$ cat config.mk
export PLATFORM = sky130hd
export DESIGN_NAME = id_ex_stage
export DESIGN_NICKNAME = d
export VERILOG_FILES = /design/src/rtl/pipe_pkg.sv /design/src/rtl/hazard_fwd_unit.sv /design/src/rtl/id_ex_stage.sv
export SDC_FILE = /design/constraint.sdc
export NUM_CORES = 1
export LEC_CHECK = 0
export BUFFER_PORTS_ARGS = -buffer_cell sky130_fd_sc_hd__buf_2
export CORE_AREA = 8 8 124 126
export DETAILED_ROUTE_END_ITERATION = 16
export DIE_AREA = 0 0 132 134
export GPL_TIMING_DRIVEN = 0
export HOLD_SLACK_MARGIN = 0.02
export PLACE_DENSITY = 0.79
export SYNTH_ARGS = -nofsm -noshare
export SYNTH_HDL_FRONTEND = slang
export SYNTH_SLANG_ARGS = --single-unit
$ cat constraint.sdc
create_clock -name clk -period 2.4 [get_ports clk]
set_input_delay 0.24 -clock clk [delete_from_list [all_inputs] [get_ports clk]]
set_output_delay 0.24 -clock clk [all_outputs]
set_load 0.01 [all_outputs]
$ cat src/rtl/pipe_pkg.sv
// Shared pipeline definitions: ALU-op width, forward-select encodings and
// the forward-priority helper used by the hazard/forward logic.
// No ports (package).
package pipe_pkg;

  localparam int ALU_OP_W = 4;

  localparam logic [1:0] FWD_NONE = 2'b00;  // operand from register file
  localparam logic [1:0] FWD_WB   = 2'b01;  // operand from EX/MEM (older producer)
  localparam logic [1:0] FWD_MEM  = 2'b10;  // operand from ID/EX (newer producer)

  // The newer producer always wins: it holds the most recent write to the register.
  function automatic logic [1:0] fwd_pick(input logic newer_hit, input logic older_hit);
    if (newer_hit)      return FWD_MEM;
    else if (older_hit) return FWD_WB;
    else                return FWD_NONE;
  endfunction

endpackage

$ cat src/rtl/hazard_fwd_unit.sv
// Combinational load-use stall detection and next-cycle forward selects.
// Inputs: decoded ID source regs, current ID/EX producer, EX/MEM producer, branch flush.
// Outputs: stall (to PC and IF/ID), fwd_a_nxt / fwd_b_nxt (registered by the stage).
module hazard_fwd_unit
  import pipe_pkg::*;
(
  input  logic       if_id_valid,
  input  logic [4:0] id_rs1,
  input  logic [4:0] id_rs2,
  input  logic       id_ex_valid,
  input  logic       id_ex_memread,
  input  logic       id_ex_regwrite,
  input  logic [4:0] id_ex_rd,
  input  logic [4:0] ex_mem_rd,
  input  logic       ex_mem_regwrite,
  input  logic       ex_pc_src,
  output logic       stall,
  output logic [1:0] fwd_a_nxt,
  output logic [1:0] fwd_b_nxt
);

  logic ex_rd_nz;
  logic mem_rd_nz;
  logic new_a, new_b, old_a, old_b;

  // x0 is hardwired to zero, so a write to it is never a real producer.
  assign ex_rd_nz  = (id_ex_rd != 5'd0);
  assign mem_rd_nz = (ex_mem_rd != 5'd0);

  // A load in EX cannot forward its data in time; hold the consumer one cycle.
  // A taken branch flushes the consumer anyway, so the stall is suppressed.
  assign stall = if_id_valid & id_ex_valid & id_ex_memread & ex_rd_nz &
                 ((id_ex_rd == id_rs1) | (id_ex_rd == id_rs2)) & ~ex_pc_src;

  assign new_a = id_ex_valid & id_ex_regwrite & ex_rd_nz & (id_ex_rd == id_rs1);
  assign new_b = id_ex_valid & id_ex_regwrite & ex_rd_nz & (id_ex_rd == id_rs2);
  assign old_a = ex_mem_regwrite & mem_rd_nz & (ex_mem_rd == id_rs1);
  assign old_b = ex_mem_regwrite & mem_rd_nz & (ex_mem_rd == id_rs2);

  assign fwd_a_nxt = fwd_pick(new_a, old_a);
  assign fwd_b_nxt = fwd_pick(new_b, old_b);

endmodule

$ cat src/rtl/id_ex_stage.sv
// ID/EX pipeline register with load-use stall, branch flush and forward-select generation.
// Inputs: ID fields/control, EX branch resolution, EX/MEM destination. Outputs: registered
// id_ex_* copies, fwd_a/fwd_b, combinational stall, saturating stall/flush bubble counter.
module id_ex_stage
  import pipe_pkg::*;
#(
  parameter int XLEN = 32,
  parameter int CNTW = 16
) (
  input  logic                clk,
  input  logic                rst,
  // ID side
  input  logic                if_id_valid,
  input  logic [XLEN-1:0]     if_id_pc,
  input  logic [4:0]          id_rs1,
  input  logic [4:0]          id_rs2,
  input  logic [4:0]          id_rd,
  input  logic [XLEN-1:0]     id_rs1_data,
  input  logic [XLEN-1:0]     id_rs2_data,
  input  logic [XLEN-1:0]     id_imm,
  input  logic [ALU_OP_W-1:0] id_alu_op,
  input  logic                id_alu_src,
  input  logic                id_memread,
  input  logic                id_memwrite,
  input  logic                id_mem_to_reg,
  input  logic                id_regwrite,
  input  logic                id_branch,
  // feedback
  input  logic                ex_pc_src,
  input  logic [4:0]          ex_mem_rd,
  input  logic                ex_mem_regwrite,
  // ID/EX register
  output logic                id_ex_valid,
  output logic [XLEN-1:0]     id_ex_pc,
  output logic [4:0]          id_ex_rs1,
  output logic [4:0]          id_ex_rs2,
  output logic [4:0]          id_ex_rd,
  output logic [XLEN-1:0]     id_ex_rs1_data,
  output logic [XLEN-1:0]     id_ex_rs2_data,
  output logic [XLEN-1:0]     id_ex_imm,
  output logic [ALU_OP_W-1:0] id_ex_alu_op,
  output logic                id_ex_alu_src,
  output logic                id_ex_memread,
  output logic                id_ex_memwrite,
  output logic                id_ex_mem_to_reg,
  output logic                id_ex_regwrite,
  output logic                id_ex_branch,
  output logic [1:0]          fwd_a,
  output logic [1:0]          fwd_b,
  output logic                stall,
  output logic [CNTW-1:0]     bubble_cnt
);

  logic [1:0] fwd_a_nxt;
  logic [1:0] fwd_b_nxt;
  logic       hazard_bubble;
  logic       bubble;

  hazard_fwd_unit u_hazard (
    .if_id_valid     (if_id_valid),
    .id_rs1          (id_rs1),
    .id_rs2          (id_rs2),
    .id_ex_valid     (id_ex_valid),
    .id_ex_memread   (id_ex_memread),
    .id_ex_regwrite  (id_ex_regwrite),
    .id_ex_rd        (id_ex_rd),
    .ex_mem_rd       (ex_mem_rd),
    .ex_mem_regwrite (ex_mem_regwrite),
    .ex_pc_src       (ex_pc_src),
    .stall           (stall),
    .fwd_a_nxt       (fwd_a_nxt),
    .fwd_b_nxt       (fwd_b_nxt)
  );

  // Stall and flush in the same cycle form a single counted bubble; an
  // empty ID slot also loads a bubble but is not a hazard and is not counted.
  assign hazard_bubble = stall | ex_pc_src;
  assign bubble        = hazard_bubble | ~if_id_valid;

  always_ff @(posedge clk or negedge rst) begin
    if (!rst) begin
      id_ex_valid      <= 1'b0;
      id_ex_pc         <= '0;
      id_ex_rs1        <= '0;
      id_ex_rs2        <= '0;
      id_ex_rd         <= '0;
      id_ex_rs1_data   <= '0;
      id_ex_rs2_data   <= '0;
      id_ex_imm        <= '0;
      id_ex_alu_op     <= '0;
      id_ex_alu_src    <= 1'b0;
      id_ex_memread    <= 1'b0;
      id_ex_memwrite   <= 1'b0;
      id_ex_mem_to_reg <= 1'b0;
      id_ex_regwrite   <= 1'b0;
      id_ex_branch     <= 1'b0;
      fwd_a            <= FWD_NONE;
      fwd_b            <= FWD_NONE;
      bubble_cnt       <= '0;
    end else begin
      // Data fields are loaded unconditionally; a bubble is identified by
      // id_ex_valid=0 with zero control and rd, so stale data is harmless.
      id_ex_pc       <= if_id_pc;
      id_ex_rs1      <= id_rs1;
      id_ex_rs2      <= id_rs2;
      id_ex_rs1_data <= id_rs1_data;
      id_ex_rs2_data <= id_rs2_data;
      id_ex_imm      <= id_imm;
      if (bubble) begin
        id_ex_valid      <= 1'b0;
        id_ex_rd         <= '0;
        id_ex_alu_op     <= '0;
        id_ex_alu_src    <= 1'b0;
        id_ex_memread    <= 1'b0;
        id_ex_memwrite   <= 1'b0;
        id_ex_mem_to_reg <= 1'b0;
        id_ex_regwrite   <= 1'b0;
        id_ex_branch     <= 1'b0;
        fwd_a            <= FWD_NONE;
        fwd_b            <= FWD_NONE;
      end else begin
        id_ex_valid      <= 1'b1;
        id_ex_rd         <= id_rd;
        id_ex_alu_op     <= id_alu_op;
        id_ex_alu_src    <= id_alu_src;
        id_ex_memread    <= id_memread;
        id_ex_memwrite   <= id_memwrite;
        id_ex_mem_to_reg <= id_mem_to_reg;
        id_ex_regwrite   <= id_regwrite;
        id_ex_branch     <= id_branch;
        fwd_a            <= fwd_a_nxt;
        fwd_b            <= fwd_b_nxt;
      end
      if (hazard_bubble && (bubble_cnt != {CNTW{1'b1}}))
        bubble_cnt <= bubble_cnt + {{(CNTW-1){1'b0}}, 1'b1};
    end
  end

endmodule

# ---- Word-level counts from Yosys, hierarchy flattened
# Cells that the tools add are included.
dict set report op_classes {
  n_addsub 1
  n_eq_ne 5
  n_mux 15
  bitwise 17
  reduce_logical 3
}
# cell n
set ops {}
lappend ops {{== test 5 bit} 4}
lappend ops {{adder 16 x 1 -> 16 bit (second input constant)} 1}
lappend ops {{inequality test 16 bit (second input constant)} 1}
lappend ops {{AND 1 bit} 12}
lappend ops {{nonzero test 5 bit} 2}
lappend ops {{two-way mux 1 bit} 9}
lappend ops {{two-way mux 2 bit} 4}
lappend ops {{two-way mux 5 bit} 1}
lappend ops {{two-way mux 4 bit} 1}
lappend ops {{OR 1 bit} 3}
lappend ops {{NOT 1 bit} 2}
lappend ops {{logical AND 1 bit} 1}
dict set report totals {
  ff_bits 174
  input_bits 163
  output_inout_bits 175
  wordCells 59
}

# ---- Logic depth before layout (Yosys ltp)
# Gate-level depths: netlist of the first run.
dict set report logic_depth {
  depth_word 8
  mapped_depth 8
  mapped_depth_nobuf 7
}

# ---- Cells and area by module
# A second synthesis of the first run with hierarchy kept.
dict set report hier_totals {
  hier_cells 292
  hier_area_um2 5235.0
}
# module n_inst cells_each area_each_um2 seq_area_each_um2
set by_module_without_submodules {}
lappend by_module_without_submodules {id_ex_stage 1 253 4913.5 4354.2}
lappend by_module_without_submodules {hazard_fwd_unit 1 39 321.6 0.0}

# ---- Worst setup path after synthesis of the first run
# No wires, ideal clock.
dict set report synth_path {
  kind {flip-flop to output port}
  start {register id_ex_rd[1]}
  end {output port stall}
  arrival_time_ps 1554
  t_required_ps 2160
  path_slack_ps 606
  stages_incl_launch_ff 7
  path_buffers 1
  cell_sequence {dfrtp_1 -> xor2_1 -> nor3_2 -> nand3_2 -> a21oi_4 -> buf_4 -> nor2b_1}
}
dict set report synth_via {
  elab_chain_len 4
  word_cells_on_any_way 7
  classes_between {eq/ne (2); bitwise (4); reduce/logical (1)}
}
# item line_no
set synth_lines {}
lappend synth_lines {{from (decl)} id_ex_stage.sv:37} ;# output logic [4:0] id_ex_rd,
lappend synth_lines {{from (signal assigned)} id_ex_stage.sv:123} ;# id_ex_rd <= id_rd;
lappend synth_lines {{== test 5 bit / nonzero test 5 bit (equally long branches)} {hazard_fwd_unit.sv:33, hazard_fwd_unit.sv:27}}
lappend synth_lines {{OR 1 bit / AND 1 bit (equally long branches)} {hazard_fwd_unit.sv:33, hazard_fwd_unit.sv:32}}
lappend synth_lines {{AND 1 bit *} hazard_fwd_unit.sv:32} ;# assign stall = if_id_valid & id_ex_valid & id_ex_memread & ex_rd_nz &
lappend synth_lines {{AND 1 bit *} hazard_fwd_unit.sv:33} ;# ((id_ex_rd == id_rs1) | (id_ex_rd == id_rs2)) & ~ex_pc_src;
lappend synth_lines {{to (decl)} id_ex_stage.sv:50} ;# output logic stall,
# Mark *: on every way between the ends. The rest lies on a longest branch, timed or not.

# ---- Worst setup path in the final report of the first run
dict set report layout_path {
  start {input port id_rs2[0]}
  end {output port stall}
}
dict set report layout_via {
  elab_chain_len 4
}
# item line_no
set layout_lines {}
lappend layout_lines {{from (decl)} id_ex_stage.sv:16} ;# input logic [4:0] id_rs2,
lappend layout_lines {{== test 5 bit} hazard_fwd_unit.sv:33}
lappend layout_lines {{OR 1 bit} hazard_fwd_unit.sv:33}
lappend layout_lines {{AND 1 bit} hazard_fwd_unit.sv:32}
lappend layout_lines {{AND 1 bit} hazard_fwd_unit.sv:33}
# No other way between the ends.

==> impl_results.md, run 1 <==
* P&R area growth vs syn at 78.3%
* Fin crit period at 2.28 ns
* Most common cell after layout, fill and taps aside: buf_2
* Syn nets at 460
* GRT Resource Usage Total at 22.4%
* Die W at 132 um
* RR Endpoint: id_ex_rd[1]$_DFF_PN0_
* Most frequent cells in the layout: 336 x buf_2, 174 x dfrtp_1, 151 x dlygate4sd3_1
* Gr ovfl total at 0
* Total wire length at 19900 um
* Vias per cell at 4.56
* Sw Ratio at 24.2%
* Root buffer cell: clkbuf_16
* Hold WC Path Type: input pin to flip-flop
* Final setup vio count at 0
* CP Capture Type: primary output
* Worst R2R Start: id_ex_rd[0]$_DFF_PN0_
* Clock-pin slew on the worst setup and hold paths at 0.06 ns
* Vias at 4561
* Clock power frac at 40.5%
* Pwr Total at 6.89 mW
* Relative slew slack at 56.3%
* Pin count of the biggest net entering global routing at 102
* Max Fclk at 0.439 GHz
* Clk buf depth at 2
* Psw at 1.67 mW
* Fin worst setup slack at 0.124 ns
* Worst-Margin Slew at 0.655 ns
* Detailed-route wire length per cell at 19.8 um
* RSZ-0062 raised after global routing: no
* Synthesis warning total at 0
* Setup crit end: stall
* Leak at 4.71 nW
* Placer Congestion at 0.848
* IO Pins at 338
* Post-DP HPWL at 12700 um
* Seq/Total Area, Yosys at 83.3%
* I/O Buffers at 336
* Status: finished clean
* Syn_area_per_cell at 17.7 um^2
* Max VDD drop at 0.431 mV
* Clk_skew at 0.00718 ns
* Req. time, crit path at 2.16 ns
* #FFs+latches synth at 174
* Crit path from: id_rs2[0]
* CTS buffer count at 17
* Final Instance Count excl. Fillers at 1001
* Std cell rows at 43
* Share of post-route cells with drive strength above 1 at 46.8%
* Vias in the first global route at 5223
* Worst Setup Start Kind: input pin
* Antenna violations before repair at 1
* Power per cell area at 739 mW/mm^2
* Core area at 0.0135 mm^2
* Post-synthesis cell type count at 32
* Pre-CTS setup slack at 0.428 ns
* First-pass GRT wire length at 30200 um
* Hold Fails Final Rpt at 0
* CTS tree: yes
* Reg2reg path depth at 9
* Syn Inst Count at 296
* Worst R2R Setup Slack at 0.40 ns
* Max-slew violation count at 0
* Final period utilization at 94.8%
* H-tree levels at 4
* Internal at 5.22 mW
* Clk Latency, worst-skew pair at 0.42 ns
* Layout net count at 972
* Combinational Power Share at 12.9%
* Synthesized area at 0.00523 mm^2
* DRC Markers at 0
* DIE AREA at 0.0177 mm^2
* Crit path DAT at 2.04 ns
* Drt first pass iters at 5
* Setup Crit Path Kind: input pin to primary output
* Die Ht at 134 um
* Minimum hold slack at 0.0410 ns
* Initial core utilization at 38.7%
* Maxcap violations at 0
* Inst Count DP at 813
* CTS sink cnt at 174
* Sequential share of power at 46.6%
* Crit path max fanout at 5
* Routed Antenna Nets at 0
* DRT iter0 DRCs at 197
* Fillcell total at 881
## cell usage after synthesis
master       n  share of area [%]
a21oi_4      1               0.31
or3b_4       1               0.22
mux2_2       4               0.86
nand2_1      7               0.50
buf_6        1               0.22
buf_4        1               0.14
inv_4        1               0.12
nor4_1       1               0.12
o21ai_1      1              0.096
nand2b_1     1               0.12
buf_1        1              0.072
clkbuf_1     1              0.072
nand4_1      2               0.24
o21ai_0      2               0.19
nor2b_1      1               0.12
inv_1        1              0.072
nor2_1       7               0.50
o2111ai_1    9                1.5
and3_1       6               0.72
o211ai_1     5               0.72
nand3_1      4               0.38
dfrtp_1    174                 83
o22ai_1      1               0.12
or4_1        1               0.14
nor3_2       2               0.38
buf_2        1              0.096
nor3_1       8               0.77
xnor2_1     20                3.4
and2_1      16                1.9
nand3_2      2               0.38
ha_1         1               0.24
xor2_1      12                2.0
## worst min path at each step
stage	startpoint	to	cells past startpoint	slack (ns)
final	id_memread	id_ex_memread$_DFF_PN0_	2	0.04
after global routing	id_regwrite	id_ex_regwrite$_DFF_PN0_	2	0.03
after CTS	id_memread	id_ex_memread$_DFF_PN0_	2	0.02
after detailed placement	rst	bubble_cnt[4]$_DFFE_PN0P_	1	0.29
after global placement	id_imm[6]	id_ex_imm[6]$_DFF_PN0_	1	0.35
after floorplan	rst	bubble_cnt[0]$_DFFE_PN0P_	0	-0.06
## critical path: stages
cell and delay, ns:
dlygate4sd3_1 0.55, buf_2 0.15, xor2_1 0.16, nor3_2 0.21
nand3_2 0.14, a21oi_4 0.21, buf_6 0.13, nor2b_1 0.11
buf_2 0.13
## power groups by stage
stage / sequential, mW / combinational (mW) / clock [mW]
after floorplan: 3.34 / 0.141 / 0
after global placement: 3.25 / 0.655 / 0
after detailed placement: 3.26 / 0.676 / 0
after CTS: 3.21 / 0.877 / 2.83
after global routing: 3.24 / 0.958 / 2.98
final: 3.21 / 0.886 / 2.79
## metrics by stage
step	utilization (%)	cell area, um^2	TNS, ns
3_5_place_dp	53.1	7170	0
5_1_grt	69.0	9320	0
2_1_floorplan	-	5230	0
6_report	69.0	9320	0
4_1_cts	68.7	9280	0
3_3_place_gp	52.8	7130	-213.10
## layer usage
metal / routed length, um / share of wire, % / global-route usage (%) / up-vias
met1: 6860 / 35 / 22.6 / 2212
li1: - / - / - / 2011
met3: 1870 / 9.4 / 8.94 / 53
met5: 0 / 0 / 0 / -
met2: 10300 / 52 / 38.6 / 285
met4: 790 / 4.0 / 13.1 / 0
## what timing repair did
action / CTS / global route
hold endpoints to repair: 223 / 0
hold buffers: 151 / 0
pin swaps: 1 / 2
buffers inserted: 1 / 4
gates resized for setup: 0 / 1
endpoints found under the setup margin: 1 / 1
## area by class of cell
| cell class | count | area (um^2) | area share, % |
|---|---|---|---|
| Sequential cell | 174 | 4350 | 46.7 |
| Timing Repair Buffer | 493 | 3260 | 35.0 |
| Multi-Input combinational cell | 115 | 832 | 8.93 |
| Clock buffer | 20 | 437 | 4.69 |
| Tap cell | 180 | 225 | 2.42 |
| Clock inverter | 11 | 159 | 1.71 |
| Buffer | 5 | 35.0 | 0.376 |
| Inverter | 2 | 10.0 | 0.107 |
| Antenna cell | 1 | 2.50 | 0.0269 |
## kinds of logic (layout without fill, tap and decap cells)
family / after synthesis / after routing / synth area share [%]
AOI/OAI and AO/OA: 19 / 19 / 2.94
xor gates and xnor gates: 32 / 32 / 5.36
adders and majority gates: 1 / 1 / 0.239
buffers and inverters: 7 / 531 / 0.790
DFF: 174 / 174 / 83.3
muxes: 4 / 4 / 0.862
other: 0 / 1 / 0
and+or+nand+nor: 59 / 59 / 6.51
Note: power is estimated with default switching activity, not from simulation.
==> inputs of run 2 (changes only) <==
==> constraint.sdc (replaced) <==
create_clock -name clk -period 2.8 [get_ports clk]
set_input_delay 0.28 -clock clk [delete_from_list [all_inputs] [get_ports clk]]
set_output_delay 0.28 -clock clk [all_outputs]
set_load 0.01 [all_outputs]
==> run 2 against run 1 <==
Net effect:
- clock power decreased by 14%
- utilization fell by 1.2 points
- die area unchanged
- final cell count shrank 1.7%
- clock skew fell by 0.00076 ns
- critical path type unchanged
- combinational power is 16% lower
- global-route usage down 0.20 points
- largest power group unchanged
- sequential share of layout area grew 0.82 points
- hold slack improved by 0.025 ns
- final area down 1.7%
- first-iteration DRC count is 8.1% higher
- register-to-register slack improved by 0.44 ns
==> impl_results.md, run 2 (synthesis results as in run 1) <==
* Status: finished clean
* Max VDD drop at 0.370 mV
* I/O Buffers at 336
* Hold-fix buffers, CTS at 139
* Clk Latency, worst-skew pair at 0.42 ns
* DRC Markers at 0
* Reg2reg path depth at 8
* First-pass GRT wire length at 29900 um
* Total setup buffers inserted after CTS at 0
* CTS buffer count at 17
* Hold Path End: id_ex_alu_op[2]$_DFF_PN0_
* Fin worst setup slack at 0.235 ns
* Final core area utilization at 67.8%
* Core area at 0.0135 mm^2
* RSZ-0062 raised after global routing: no
* Detailed-route wire length per cell at 19.9 um
* Most common cell after layout, fill and taps aside: buf_2
* Worst hold path cell count at 2
* Hold path startpoint: id_alu_op[2]
* CP delay by family, top: buffers and inverters
* Crit path max-delay cell type: dlygate4sd3_1
* Worst R2R Start: id_ex_rd[0]$_DFF_PN0_
* Max Fclk at 0.390 GHz
* Vias in the first global route at 5151
* Die Ht at 134 um
* Dpl cell area at 0.00717 mm^2
* Worst-Margin Slew at 0.655 ns
* Relative slew slack at 56.3%
* Std cell rows at 43
* Root buffer cell: clkbuf_16
* H-tree levels at 4
* WP buf/inv at 4
* IO Pins at 338
* CP max stage delay at 0.55 ns
* Hold WC Path Type: input pin to flip-flop
* Hold Fails Final Rpt at 0
* Routed Antenna Nets at 0
* GRT Resource Usage Total at 22.2%
* Most frequent cells in the layout: 336 x buf_2, 174 x dfrtp_1, 139 x dlygate4sd3_1
* Crit path DAT at 2.28 ns
* Drt first pass iters at 4
* Leak at 4.63 nW
* Worst R2R Setup Slack at 0.84 ns
* Clk_skew at 0.00642 ns
* Share of post-route cells with drive strength above 1 at 47.2%
* CP Capture Type: primary output
* Crit path max fanout at 10
* Top cell by count, worst path: buf_2
* Fillcell total at 912
* Post-DP HPWL at 12700 um
* Antenna violations before repair at 1
* Clock-pin slew on the worst setup and hold paths at 0.06 ns
* RR Endpoint: id_ex_rd[1]$_DFF_PN0_
* TNS Setup at 0 ns
* Vias per cell at 4.53
* Vias at 4462
* Max-slew violation count at 0
* P&R area growth vs syn at 75.2%
* Maxcap violations at 0
* Req. time, crit path at 2.52 ns
* Pin count of the biggest net entering global routing at 102
* Initial core utilization at 38.7%
* Cell area after layout at 0.00916 mm^2
* Pre-CTS setup slack at 0.788 ns
* Setup Crit Path Kind: input pin to primary output
* Layout net count at 955
* Gr ovfl total at 0
* Final period utilization at 91.6%
* Power per cell area at 643 mW/mm^2
* Post-CTS resize count at 0
* Critical-path cell list: dlygate4sd3_1, buf_2, xor2_1, nor3_2, nand3_2, a21oi_4, buf_4, nor2b_1, buf_2
* Placer Congestion at 0.848
* Clk buf depth at 2
* CTS tree: yes
* Die W at 132 um
* DIE AREA at 0.0177 mm^2
* CTS sink cnt at 174
* Final setup vio count at 0
* Worst Setup Start Kind: input pin
* Pwr Total at 5.89 mW
* DRT iter0 DRCs at 213
* Total wire length at 19600 um
* Fin crit period at 2.56 ns
==> run 2: worst max-delay path by stage <==
stage / start / to / slack, ns / depth (start not counted)
after floorplan: id_ex_rd[1]$_DFF_PN0_ / stall / 0.97 / 6
after CTS: id_rs2[1] / stall / 0.25 / 9
final: id_rs2[0] / stall / 0.24 / 9
after global placement: rst / id_ex_rs2_data[11]$_DFF_PN0_ / -0.87 / 1
after detailed placement: id_ex_rd[1]$_DFF_PN0_ / stall / 0.79 / 7
after global routing: id_rs1[1] / stall / 0.15 / 9
==> run 2: report_power, final <==
group	switching (mW)	internal [mW]	leakage, nW	total (mW)
clock	0.977	1.42	0.285	2.39
sequential	0.0907	2.66	2.09	2.75
combinational	0.358	0.386	2.25	0.744
==> run 2: cell type report <==
cell class,count,area (um^2),share of cell area (%)
Timing Repair Buffer,476,3110,33.9
Sequential cell,174,4350,47.5
Clock buffer,20,437,4.77
Clock inverter,11,159,1.74
Tap cell,180,225,2.46
Inverter,2,10.0,0.109
Buffer,5,31.3,0.342
Multi-Input combinational cell,115,832,9.09
Antenna cell,1,2.50,0.0273
==> run 2: layer usage <==
metal	wire, um	track usage (%)	share of wire [%]	up-vias
met5	0	0	0	-
met4	794	12.9	4.0	0
met3	1750	8.68	8.9	51
met2	10300	38.9	53	258
met1	6770	22.1	35	2180
li1	-	-	-	1973
==> run 2: through the flow <==
step	hold slack, ns	instances
after global placement	0.387	812
after global routing	0.0506	984
after detailed placement	0.333	813
final	0.0663	984
after CTS	0.0412	983
after floorplan	-0.0156	296
